[src/rtl/rv32i.sv]
// Shared RV32I constants and types for the fetch front end.
package rv32i;

  localparam int XLEN       = 32;
  localparam int INST_WIDTH = 32;

  localparam logic [INST_WIDTH-1:0] NOP_INSTR = 32'h0000_0013;

  typedef enum logic [1:0] {
    IDLE,
    REQ,
    WAIT
  } fetch_state_e;

  function automatic logic [XLEN-1:0] word_align(input logic [XLEN-1:0] addr);
    return {addr[XLEN-1:2], 2'b00};
  endfunction

endpackage

[src/rtl/if_id_reg.sv]
// IF/ID pipeline register with a one-entry holding buffer that catches a
// fetch response arriving while the decoder is stalled.
module if_id_reg
  import rv32i::*;
(
  input  logic                  clk,
  input  logic                  rst_n,
  input  logic                  flush,
  input  logic                  stall,
  input  logic                  resp_valid,
  input  logic [INST_WIDTH-1:0] resp_instr,
  input  logic [XLEN-1:0]       resp_pc,
  output logic                  buf_full,
  output logic                  ifid_valid,
  output logic [INST_WIDTH-1:0] ifid_instr,
  output logic [XLEN-1:0]       ifid_pc
);

  logic                  valid_q;
  logic [INST_WIDTH-1:0] instr_q;
  logic [XLEN-1:0]       pc_q;
  logic                  buf_valid_q;
  logic [INST_WIDTH-1:0] buf_instr_q;
  logic [XLEN-1:0]       buf_pc_q;

  // Flush beats stall; a buffered entry always drains ahead of a new response.
  always_ff @(posedge clk or negedge rst_n) begin
    if (!rst_n) begin
      valid_q     <= 1'b0;
      instr_q     <= NOP_INSTR;
      pc_q        <= '0;
      buf_valid_q <= 1'b0;
      buf_instr_q <= NOP_INSTR;
      buf_pc_q    <= '0;
    end else if (flush) begin
      valid_q     <= 1'b0;
      instr_q     <= NOP_INSTR;
      buf_valid_q <= 1'b0;
    end else if (stall) begin
      if (resp_valid) begin
        buf_valid_q <= 1'b1;
        buf_instr_q <= resp_instr;
        buf_pc_q    <= resp_pc;
      end
    end else if (buf_valid_q) begin
      valid_q     <= 1'b1;
      instr_q     <= buf_instr_q;
      pc_q        <= buf_pc_q;
      buf_valid_q <= resp_valid;
      buf_instr_q <= resp_instr;
      buf_pc_q    <= resp_pc;
    end else if (resp_valid) begin
      valid_q <= 1'b1;
      instr_q <= resp_instr;
      pc_q    <= resp_pc;
    end else begin
      valid_q <= 1'b0;
      instr_q <= NOP_INSTR;
    end
  end

  assign buf_full   = buf_valid_q;
  assign ifid_valid = valid_q;
  assign ifid_instr = instr_q;
  assign ifid_pc    = pc_q;

endmodule

[src/rtl/if_stage.sv]
// Instruction fetch stage: PC, request FSM (one outstanding fetch) and the
// IF/ID register with stall buffering and redirect flushing.
module if_stage
  import rv32i::*;
#(
  parameter logic [XLEN-1:0] RESET_PC = 32'h0000_0000
) (
  input  logic                  clk,
  input  logic                  rst_n,
  output logic                  imem_req,
  output logic [XLEN-1:0]       imem_addr,
  input  logic                  imem_gnt,
  input  logic                  imem_rvalid,
  input  logic [INST_WIDTH-1:0] imem_rdata,
  input  logic                  stall_i,
  input  logic                  redirect_i,
  input  logic [XLEN-1:0]       redirect_pc_i,
  output logic                  ifid_valid_o,
  output logic [INST_WIDTH-1:0] ifid_instr_o,
  output logic [XLEN-1:0]       ifid_pc_o,
  output logic [XLEN-1:0]       ifid_pc4_o
);

  fetch_state_e    state_q, state_d;
  logic [XLEN-1:0] pc_q, pc_d;
  logic [XLEN-1:0] req_pc_q, req_pc_d;
  logic            drop_q, drop_d;
  logic            resp_accept;
  logic            buf_full;

  always_ff @(posedge clk or negedge rst_n) begin
    if (!rst_n) begin
      state_q  <= IDLE;
      pc_q     <= word_align(RESET_PC);
      req_pc_q <= word_align(RESET_PC);
      drop_q   <= 1'b0;
    end else begin
      state_q  <= state_d;
      pc_q     <= pc_d;
      req_pc_q <= req_pc_d;
      drop_q   <= drop_d;
    end
  end

  always_comb begin
    state_d     = state_q;
    pc_d        = pc_q;
    req_pc_d    = req_pc_q;
    drop_d      = drop_q;
    resp_accept = 1'b0;

    case (state_q)
      IDLE: begin
        if (!(stall_i && buf_full)) state_d = REQ;
      end
      REQ: begin
        if (imem_gnt) begin
          state_d  = WAIT;
          req_pc_d = pc_q;
          pc_d     = pc_q + 32'd4;
        end
      end
      WAIT: begin
        if (imem_rvalid) begin
          drop_d      = 1'b0;
          resp_accept = !drop_q;
          if (drop_q || (!stall_i && !buf_full)) state_d = REQ;
          else                                   state_d = IDLE;
        end
      end
      default: state_d = IDLE;
    endcase

    // A fetch still in flight after a redirect must be drained and discarded
    // before the new target may be requested.
    if (redirect_i) begin
      pc_d        = word_align(redirect_pc_i);
      resp_accept = 1'b0;
      if ((state_q == WAIT && !imem_rvalid) || (state_q == REQ && imem_gnt)) begin
        state_d = WAIT;
        drop_d  = 1'b1;
      end else begin
        state_d = REQ;
        drop_d  = 1'b0;
      end
    end
  end

  assign imem_req  = (state_q == REQ);
  assign imem_addr = pc_q;

  if_id_reg u_if_id_reg (
    .clk        (clk),
    .rst_n      (rst_n),
    .flush      (redirect_i),
    .stall      (stall_i),
    .resp_valid (resp_accept),
    .resp_instr (imem_rdata),
    .resp_pc    (req_pc_q),
    .buf_full   (buf_full),
    .ifid_valid (ifid_valid_o),
    .ifid_instr (ifid_instr_o),
    .ifid_pc    (ifid_pc_o)
  );

  assign ifid_pc4_o = ifid_pc_o + 32'd4;

endmodule

[config.mk]
export PLATFORM = sky130hd
export DESIGN_NAME = if_stage
export DESIGN_NICKNAME = d
export VERILOG_FILES = /design/src/rtl/rv32i.sv /design/src/rtl/if_id_reg.sv /design/src/rtl/if_stage.sv
export SDC_FILE = /design/constraint.sdc
export NUM_CORES = 1
export LEC_CHECK = 0
export ABC_CLOCK_PERIOD_IN_PS = 3100
export BUFFER_PORTS_ARGS = -buffer_cell sky130_fd_sc_hd__buf_2
export CAP_MARGIN = 20
export CELL_PAD_IN_SITES_DETAIL_PLACEMENT = 2
export CELL_PAD_IN_SITES_GLOBAL_PLACEMENT = 2
export CORE_ASPECT_RATIO = 0.5
export CORE_UTILIZATION = 35
export CTS_BUF_LIST = sky130_fd_sc_hd__clkbuf_4
export CTS_CLUSTER_DIAMETER = 30
export DETAILED_ROUTE_END_ITERATION = 16
export PLACE_DENSITY = 0.9
export SLEW_MARGIN = 0
export SYNTH_ARGS = -nofsm -noshare
export SYNTH_HDL_FRONTEND = slang
export SYNTH_SLANG_ARGS = --single-unit
[constraint.sdc]
create_clock -name clk -period 3.1 [get_ports clk]
set_input_delay 0.93 -clock clk [delete_from_list [all_inputs] [get_ports clk]]
set_output_delay 0.93 -clock clk [all_outputs]
set_load 0.02 [all_outputs]
Yosys cells after proc, flatten, opt, wreduce, memory -nomap -nowiden
Cells that the tools add are included.
{ "op_classes": {"n_addsub": 2, "n_mul": 0, "div_mod_pow": 0, "n_lt_le_gt_ge": 0, "n_eq_ne": 8, "shifts": 0, "mux": 36, "bitwise_logic": 2, "n_reduce_logical": 23} }
{ "op_table": {"columns": ["op", "count"], "rows": [
  ["$mux 32", 14],
  ["$add 32x3->32 const B", 2],
  ["$mux 1", 16],
  ["$reduce_bool 2->1", 6],
  ["$mux 2", 5],
  ["$reduce_and 3->1", 3],
  ["$ne 3x1->1 const B", 2],
  ["$ne 3x3->1 const B", 2],
  ["$pmux 2 s3", 1],
  ["$reduce_and 2->1", 3],
  ["$logic_and 1x1->1", 4],
  ["$logic_not 1->1", 4],
  ["$ne 2x1->1 const B", 2],
  ["$eq 2x1->1 const B", 1],
  ["$eq 2x2->1 const B", 1],
  ["$logic_not 2->1", 1],
  ["$logic_or 1x1->1", 2],
  ["$not 1->1", 2]
]} }
{ "totals": {"register_bits": 197, "latchBits": 0, "ramBits": 0, "mem_bits_ro": 0, "inputBits": 70, "output_inout_bits": 130, "word_cells": 81, "memories": 0} }

Depth between registers and ports, before layout
Gate-level depths: netlist of the first run.
{ "depth": {"depth_word": 8, "depth_mapped": 8, "mapped_depth_nobuf": 6} }

Hierarchy
A second synthesis of the first run with hierarchy kept.
{ "unflattened": {"hier_cells": 800, "hier_area_um2": 9125.0} }
{ "modules_own_cells": {"columns": ["mod", "n_inst", "cells_per_inst", "area_each_um2", "seq_area_each_um2"], "rows": [
  ["if_id_reg", 1, 361, 5471.5, 3260.6],
  ["if_stage", 1, 439, 3653.5, 1576.5]
]} }

Worst setup path before layout of the first run
No wires, ideal clock.
{ "synth_path": {"path_kind": "reg-to-output", "start": "reg u_if_id_reg.pc_q[2] (netlist: u_if_id_reg.ifid_pc[2])", "end": "out ifid_pc4_o[24]", "t_arrival_ns": 2.042, "required_ns": 2.170, "setup_slack_ns": 0.128, "stages_incl_launch_ff": 7, "path_buffers": 0, "cell_sequence": "dfrtp_1 -> ha_1 -> inv_1 -> or4_4 -> nor2_4 -> nand4_1 -> xnor2_1"} }
{ "synth_between": {"elab_chain_len": 1} }
{ "synth_rtl": {"columns": ["element", "line", "text"], "rows": [
  ["start: declaration", "if_id_reg.sv:21", "logic [XLEN-1:0] pc_q;"],
  ["start signal: assignment", "if_id_reg.sv:48", "pc_q <= buf_pc_q;"],
  ["start signal: assignment", "if_id_reg.sv:55", "pc_q <= resp_pc;"],
  ["$add 32x3->32", "if_stage.sv:106", "assign ifid_pc4_o = ifid_pc_o + 32'd4;"],
  ["end: declaration", "if_stage.sv:21", "output logic [XLEN-1:0] ifid_pc4_o"]
]} }
Every way passes these cells.

Worst setup path after layout of the first run
{ "layout_path": {"start": "reg u_if_id_reg.pc_q[3] (netlist: u_if_id_reg.ifid_pc[3])", "end": "out ifid_pc4_o[19]"} }
The elaborated chain is that of the path after synthesis.

==> results.tsv, run 1 <==
metric	value	unit
outcome	finished with violations	
violations	setup timing	
fin_crit_sh	117	%
r2r.worst_path.cells	6	
place_congestion	0.816	
syn_avg_cell_area	10.7	um^2
drc	0	
clkLatencyLatePin	0.66	ns
core	24100	um^2
drt_pass1_iterations	7	
synthTopCellsByArea	dfrtp_1, mux2_2, nand2_1	
synth_top_area_share	53.3	%
postCtsHoldBufs	0	
areaGrowthSynthToFinish	24.2	%
grt-ovfl-total	0	
layout-drive-gt1-share	36.3	%
ys_seq_elements	189	
synthArstFlopShare	100	%
drt_wl_total	35000	um
place_area	9960	um^2
hold_viol	0	
nNetsFinal	1075	
clock-root-buffer	clkbuf_4	
antenna_found_initial	3	
synth_compound_area_share	8.16	%
worstPathArrival	2.69	ns
start_util	35.7	%
slew_viol_final	0	
synth_mux_area_share	11.6	%
start_kind	register	
cp_slowest_stage_delay	0.46	ns
min_path_type	in -> async	
fin_ws	-0.521	ns
worst_slew_pin_slew	0.665	ns
layout_common_cells	dfrtp_1, buf_2, nand2_1	
path_cells	buf_4 -> nand2_2 -> nor4_2 -> buf_4 -> and3_4 -> nand4_1 -> xnor2_2 -> buf_4	
setup_tns	-7.31	ns
clock_skew	0.0417	ns
slew-limit-headroom	55.3	%
grt_usage	25.2	%
dieHeight	113	um
mostFrequentLayoutCell	dfrtp_1	
syn-cell-area	8600	um^2
synth_warnings	0	
synthAdderAreaFrac	0.291	%
holdWs	0.288	ns
clock_sinks	189	
ff2ff_setup_slack	0.63	ns
max-vdd-ir-drop	0.337	mV
synth_enable_flop_cells	0	
cts_buffers	17	
p_leak	5.37	nW
fp.dieW	224	um
ys.flop_type	dfrtp_1	
grt_max_degree	73	
r2r-start	state_q[1]	
stdcell_area	10700	um^2
yosysSeqAreaShare	55.1	%
grt_first_pass_wirelength	48100	um
cp-end-kind	primary output	
row_count	40	
critPathMaxFanout	4	
critical_path.endpoint	ifid_pc4_o[19]	
drv_cap	0	
drtIter0Drc	621	
h-tree-depth	4	
synth-xor-area-share	5.89	%
crit_top_cell	buf_4	
fmax	276	MHz
cts_tree	built	
setup_viol	20	
synth_top_family_by_area	simple AND/OR/NAND/NOR gates	
p_per_area	857	nW/um^2
portBuffers	191	
routedWlPerCell	25.8	um
startpoint	u_if_id_reg.ifid_pc[3]	
synth-simple-area-share	14.5	%
die-area	25200	um^2
path_class	reg -> out	
dp_hpwl	20000	um
yosysTopAreaCell	dfrtp_1	
cp_slowest_cell	dfrtp_1	
clk_pin_slew	0.20	ns
first_global_vias	7955	
reg2reg_to	u_if_id_reg.ifid_pc[25]	
rsz0062_at_grt	yes	
vias	7331	
io_pins	200	
clk_path_buf_depth	2	
critPathRequiredTime	2.17	ns
period_needed	3.62	ns
yosysUniqueCellTypes	44	
synth_cells	802	
via_per_inst	5.41	
antenna_left	0	
[critical path, delay by kind of cell, from the launching register on]
family	cells	cell delay [ns]
xor gates and xnor gates	1	0.22
buffers and inverters	3	0.56
DFF	1	0.46
and+or+nand+nor	4	0.79
[synthesized netlist by cell type (all sizes together), types with 5 or more instances]
library cell and n:
clkbuf 22, and3 13, buf 28, xor2 29, nand2 143, mux2i 32, nor3 5, dfrtp 183
xnor2 28, nand3 19, a222oi 29, o21ai 40, nand4 21, a21oi 35, inv 38, dfstp 6
nor4 5, nor2 41, mux2 60
[cells by family (layout without fill, tap and decap cells)]
kind of cell    after synthesis  count (layout)
xor+xnor                     57              57
flops                       189             189
compound gates              109             109
buf+inv                      88             297
other cells                   1               9
fa+ha+maj                     2               2
mux                          92              92
simple gates                264             264
[flip-flops by register name, indices dropped and copies added, names as in the netlist]
| signal | cells |
|---|---|
| u_if_id_reg.buf_instr_q | 32 |
| drop_q | 1 |
| imem_addr | 30 |
| u_if_id_reg.buf_full | 1 |
| u_if_id_reg.buf_pc_q | 30 |
| u_if_id_reg.ifid_valid | 1 |
| u_if_id_reg.ifid_instr | 32 |
| u_if_id_reg.ifid_pc | 30 |
| req_pc_q | 30 |
| state_q | 2 |
[per-layer routing]
layer	up-vias	part of all wire, %	track usage, %
li1	3155	-	-
met1	3844	41	31.3
met2	254	51	43.8
met3	78	4.6	4.80
met4	0	3.5	9.45
met5	-	0	0
[cell type report]
class | count | area, um^2
Antenna cell | 3 | 7.51
Fill cell | 2516 | 13400
Timing Repair Buffer | 227 | 1360
Clock inverter | 15 | 210
Inverter | 38 | 143
Sequential cell | 189 | 4750
Multi-Input combinational cell | 530 | 3660
Clock buffer | 17 | 128
Tap cell | 336 | 420
[worst min-delay path by stage]
stage / from / endpoint / slack, ns / depth (start not counted)
after floorplan: u_if_id_reg.buf_instr_q[0] / u_if_id_reg.buf_instr_q[0] / 0.46 / 2
after global routing: rst_n / u_if_id_reg.buf_pc_q[14] / 0.27 / 1
after CTS: rst_n / u_if_id_reg.ifid_instr[7] / 0.28 / 1
after global placement: u_if_id_reg.ifid_valid / u_if_id_reg.ifid_valid / 0.46 / 1
final: rst_n / u_if_id_reg.buf_pc_q[14] / 0.29 / 1
after detailed placement: u_if_id_reg.buf_instr_q[0] / u_if_id_reg.buf_instr_q[0] / 0.49 / 2
[per-stage QoR]
step	std cells	utilization, %	setup WS (ns)	total power [mW]
2_1_floorplan	807	-	0.128	5.45
3_3_place_gp	1299	41.4	0.195	6.36
3_5_place_dp	1299	41.4	0.0420	6.69
4_1_cts	1350	43.9	-0.511	8.58
5_1_grt	1355	44.4	-0.706	9.46
6_report	1355	44.4	-0.521	9.15
[power breakdown]
group	internal (mW)	switching, mW
clock network	0.655	1.02
registers	3.17	0.930
logic	1.25	2.12
[repair_timing]
action / in CTS / in global routing
gates resized for setup: 40 / 21
hold endpoints to repair: 0 / 0
pin swaps: 9 / 8
setup buffers: 19 / 2
endpoints found under the setup margin: 21 / 19
Power figures use the tool's default switching activity.
==> inputs of run 2 (changes only) <==
--- a/config.mk
+++ b/config.mk
@@ -5,17 +5,18 @@
 export SDC_FILE = /design/constraint.sdc
 export NUM_CORES = 1
 export LEC_CHECK = 0
+export ABC_AREA = 1
 export ABC_CLOCK_PERIOD_IN_PS = 3100
 export BUFFER_PORTS_ARGS = -buffer_cell sky130_fd_sc_hd__buf_2
 export CAP_MARGIN = 20
 export CELL_PAD_IN_SITES_DETAIL_PLACEMENT = 2
 export CELL_PAD_IN_SITES_GLOBAL_PLACEMENT = 2
 export CORE_ASPECT_RATIO = 0.5
-export CORE_UTILIZATION = 35
+export CORE_UTILIZATION = 32
 export CTS_BUF_LIST = sky130_fd_sc_hd__clkbuf_4
 export CTS_CLUSTER_DIAMETER = 30
 export DETAILED_ROUTE_END_ITERATION = 16
-export PLACE_DENSITY = 0.9
+export PLACE_DENSITY = 0.91
 export SLEW_MARGIN = 0
 export SYNTH_ARGS = -nofsm -noshare
 export SYNTH_HDL_FRONTEND = slang
==> results.tsv, run 2 <==
metric	value	unit	change
path_delay_family	simple AND/OR/NAND/NOR gates		
critPathRequiredTime	2.17	ns	about the same
row_count	44		+10%
utilization	40.5	%	-3.8 points
yosys.cell_count.top_type	nand2_1		
clkLatencyLatePin	0.65	ns	about the same
core	29400	um^2	+22%
stdcell_count	1943		+43%
worstPathArrival	2.37	ns	-0.32 ns
synth_warnings	0		unchanged
worst_slew_pin_slew	1.06	ns	+0.395 ns
r2r.worst_path.cells	5		-1
critPathMaxFanout	5		+1
violations	setup timing		
portBuffers	191		unchanged
synthTopCellsByCount	nand2_1, nand3_1, dfrtp_1, nor2_1, inv_1		
yosysUniqueCellTypes	32		-27%
nFillCells	3480		+38%
drv_cap	0		unchanged
layout_common_cells	nand2_1, nand3_1, buf_2		
nNetsFinal	1610		+50%
mostFrequentLayoutCell	nand2_1		
ff2ff_setup_slack	0.93	ns	+0.30 ns
hold_viol	0		unchanged
via_per_inst	5.27		-2.7%
synthTopCellsByArea	dfrtp_1, nand2_1, nand3_1		
clk_pin_slew	0.18	ns	-0.02 ns
cts_buffers	17		unchanged
cp-end-kind	primary output		
reg2reg_to	u_if_id_reg.ifid_instr[18]		
first_global_vias	11057		+39%
drt_pass1_iterations	4		-3
synthArstFlopShare	100	%	unchanged
r2r-start	u_if_id_reg.buf_full		
place_area	11100	um^2	+11%
fin_crit_sh	106	%	-10 points
place_congestion	0.957		+17%
drtIter0Drc	562		-9.5%
setup_viol	6		-70%
clock_skew	0.0356	ns	-0.00616 ns
cp_slowest_cell	dfrtp_2		
vias	10231		+40%
fin_ws	-0.197	ns	+0.324 ns
start_kind	register		
drc	0		unchanged
grt_usage	25.7	%	+0.50 points
outcome	finished with violations		
clk_path_buf_depth	2		unchanged
slew-limit-headroom	29.2	%	-26 points
crit_top_cell	nand2_1		
syn_avg_cell_area	7.28	um^2	-32%
syn-cell-area	9720	um^2	+13%
dp_cells	1876		+44%
dp_hpwl	28300	um	+41%
synth_top_area_share	47.1	%	-6.1 points
fp.dieW	248	um	+11%
fmax	303	MHz	+9.8%
synth_cells	1335		+66%
path_class	reg -> out		
io_pins	200		unchanged
stdcell_area	11900	um^2	+12%
max-vdd-ir-drop	0.270	mV	-20%
areaGrowthSynthToFinish	22.5	%	
yosysTopAreaCell	dfrtp_1		
grt_first_pass_wirelength	63100	um	+31%
antenna_found_initial	3		unchanged
slew_viol_final	0		unchanged
grt-ovfl-total	0		unchanged
ys_seq_elements	189		unchanged
period_needed	3.30	ns	-0.324 ns
h-tree-depth	4		unchanged
layout-drive-gt1-share	23.8	%	-12 points
holdWs	0.271	ns	-0.0165 ns
clock-root-buffer	clkbuf_4		
start_util	33.1	%	-2.7 points
p_per_area	730	nW/um^2	-15%
routedWlPerCell	21.6	um	-16%
p_leak	6.30	nW	+17%
clock_sinks	189		unchanged
drt_wl_total	42100	um	+20%
synth_enable_flop_cells	0		unchanged
pre_cts_slack	0.379	ns	+0.337 ns
die-area	31100	um^2	+23%
yosysSeqAreaShare	48.7	%	-6.4 points
cp_slowest_stage_delay	0.47	ns	about the same
grt_max_degree	68		-6.8%
cts_tree	built		
path_buf_inv	1		-2
antenna_left	0		unchanged
dieHeight	125	um	+11%
path_cells	nand2_1 -> nor2_1 -> nand2_1 -> nor2_1 -> nand2_1 -> nand2_1 -> nand2_1 -> buf_2		
ys.flop_type	dfrtp_1		
postCtsHoldBufs	0		unchanged
min_path_type	in -> async		
rsz0062_at_grt	yes		
run 2: per-stage QoR:
stage / TNS (ns) / total power, mW
2_1_floorplan: 0 / 5.60
3_3_place_gp: 0 / 6.63
3_5_place_dp: 0 / 6.94
4_1_cts: -0.00608 / 8.40
5_1_grt: -1.58 / 9.14
6_report: -0.514 / 8.69
run 2: worst max path at each step:
stage / start / to / slack, ns / cells past startpoint
6_report: u_if_id_reg.ifid_pc[20] / ifid_pc4_o[27] / -0.20 / 8
5_1_grt: u_if_id_reg.ifid_pc[20] / ifid_pc4_o[27] / -0.28 / 8
2_1_floorplan: u_if_id_reg.ifid_pc[3] / ifid_pc4_o[18] / 0.55 / 6
3_5_place_dp: u_if_id_reg.ifid_pc[2] / ifid_pc4_o[19] / 0.38 / 8
3_3_place_gp: u_if_id_reg.ifid_pc[2] / ifid_pc4_o[19] / 0.44 / 8
4_1_cts: u_if_id_reg.ifid_pc[2] / ifid_pc4_o[18] / -0.006 / 7
run 2: repair_timing:
item,4_1_cts,5_1_grt
setup endpoints to repair,22,21
setup buffers,18,15
resized for setup,53,56
endpoints found under the hold margin,0,0
pin swaps,6,25
run 2: layout make-up:
cell class | instances | area (um^2) | share of cell area [%]
sequential | 189 | 4770 | 40.1
multi-input combinational | 1005 | 4660 | 39.2
timing repair buffer | 248 | 1460 | 12.3
tap | 391 | 489 | 4.11
inverter | 77 | 292 | 2.45
clock buffer | 20 | 150 | 1.26
clock inverter | 10 | 76.3 | 0.641
antenna | 3 | 7.51 | 0.0630
run 2: where the power goes:
group	internal, mW	switching (mW)
logic	1.10	2.09
clock network	0.402	0.928
registers	3.29	0.887
run 2: cells by family (layout without fill, tap and decap cells):
kind of cell,after synthesis,after routing,synth area share [%]
xor gates and xnor gates,22,22,1.98
adders and majority gates,2,2,0.257
and+or+nand+nor,899,899,38.7
other,1,9,0.0386
buffers and inverters,146,355,6.24
DFF,189,189,48.7
AOI/OAI and AO/OA,76,76,4.07
run 2: layer usage:
metal | wire length [um] | track usage (%)
met4 | 1020 | 7.96
met5 | 0 | 0
met1 | 18000 | 32.1
met2 | 21700 | 46.2
met3 | 1310 | 3.37
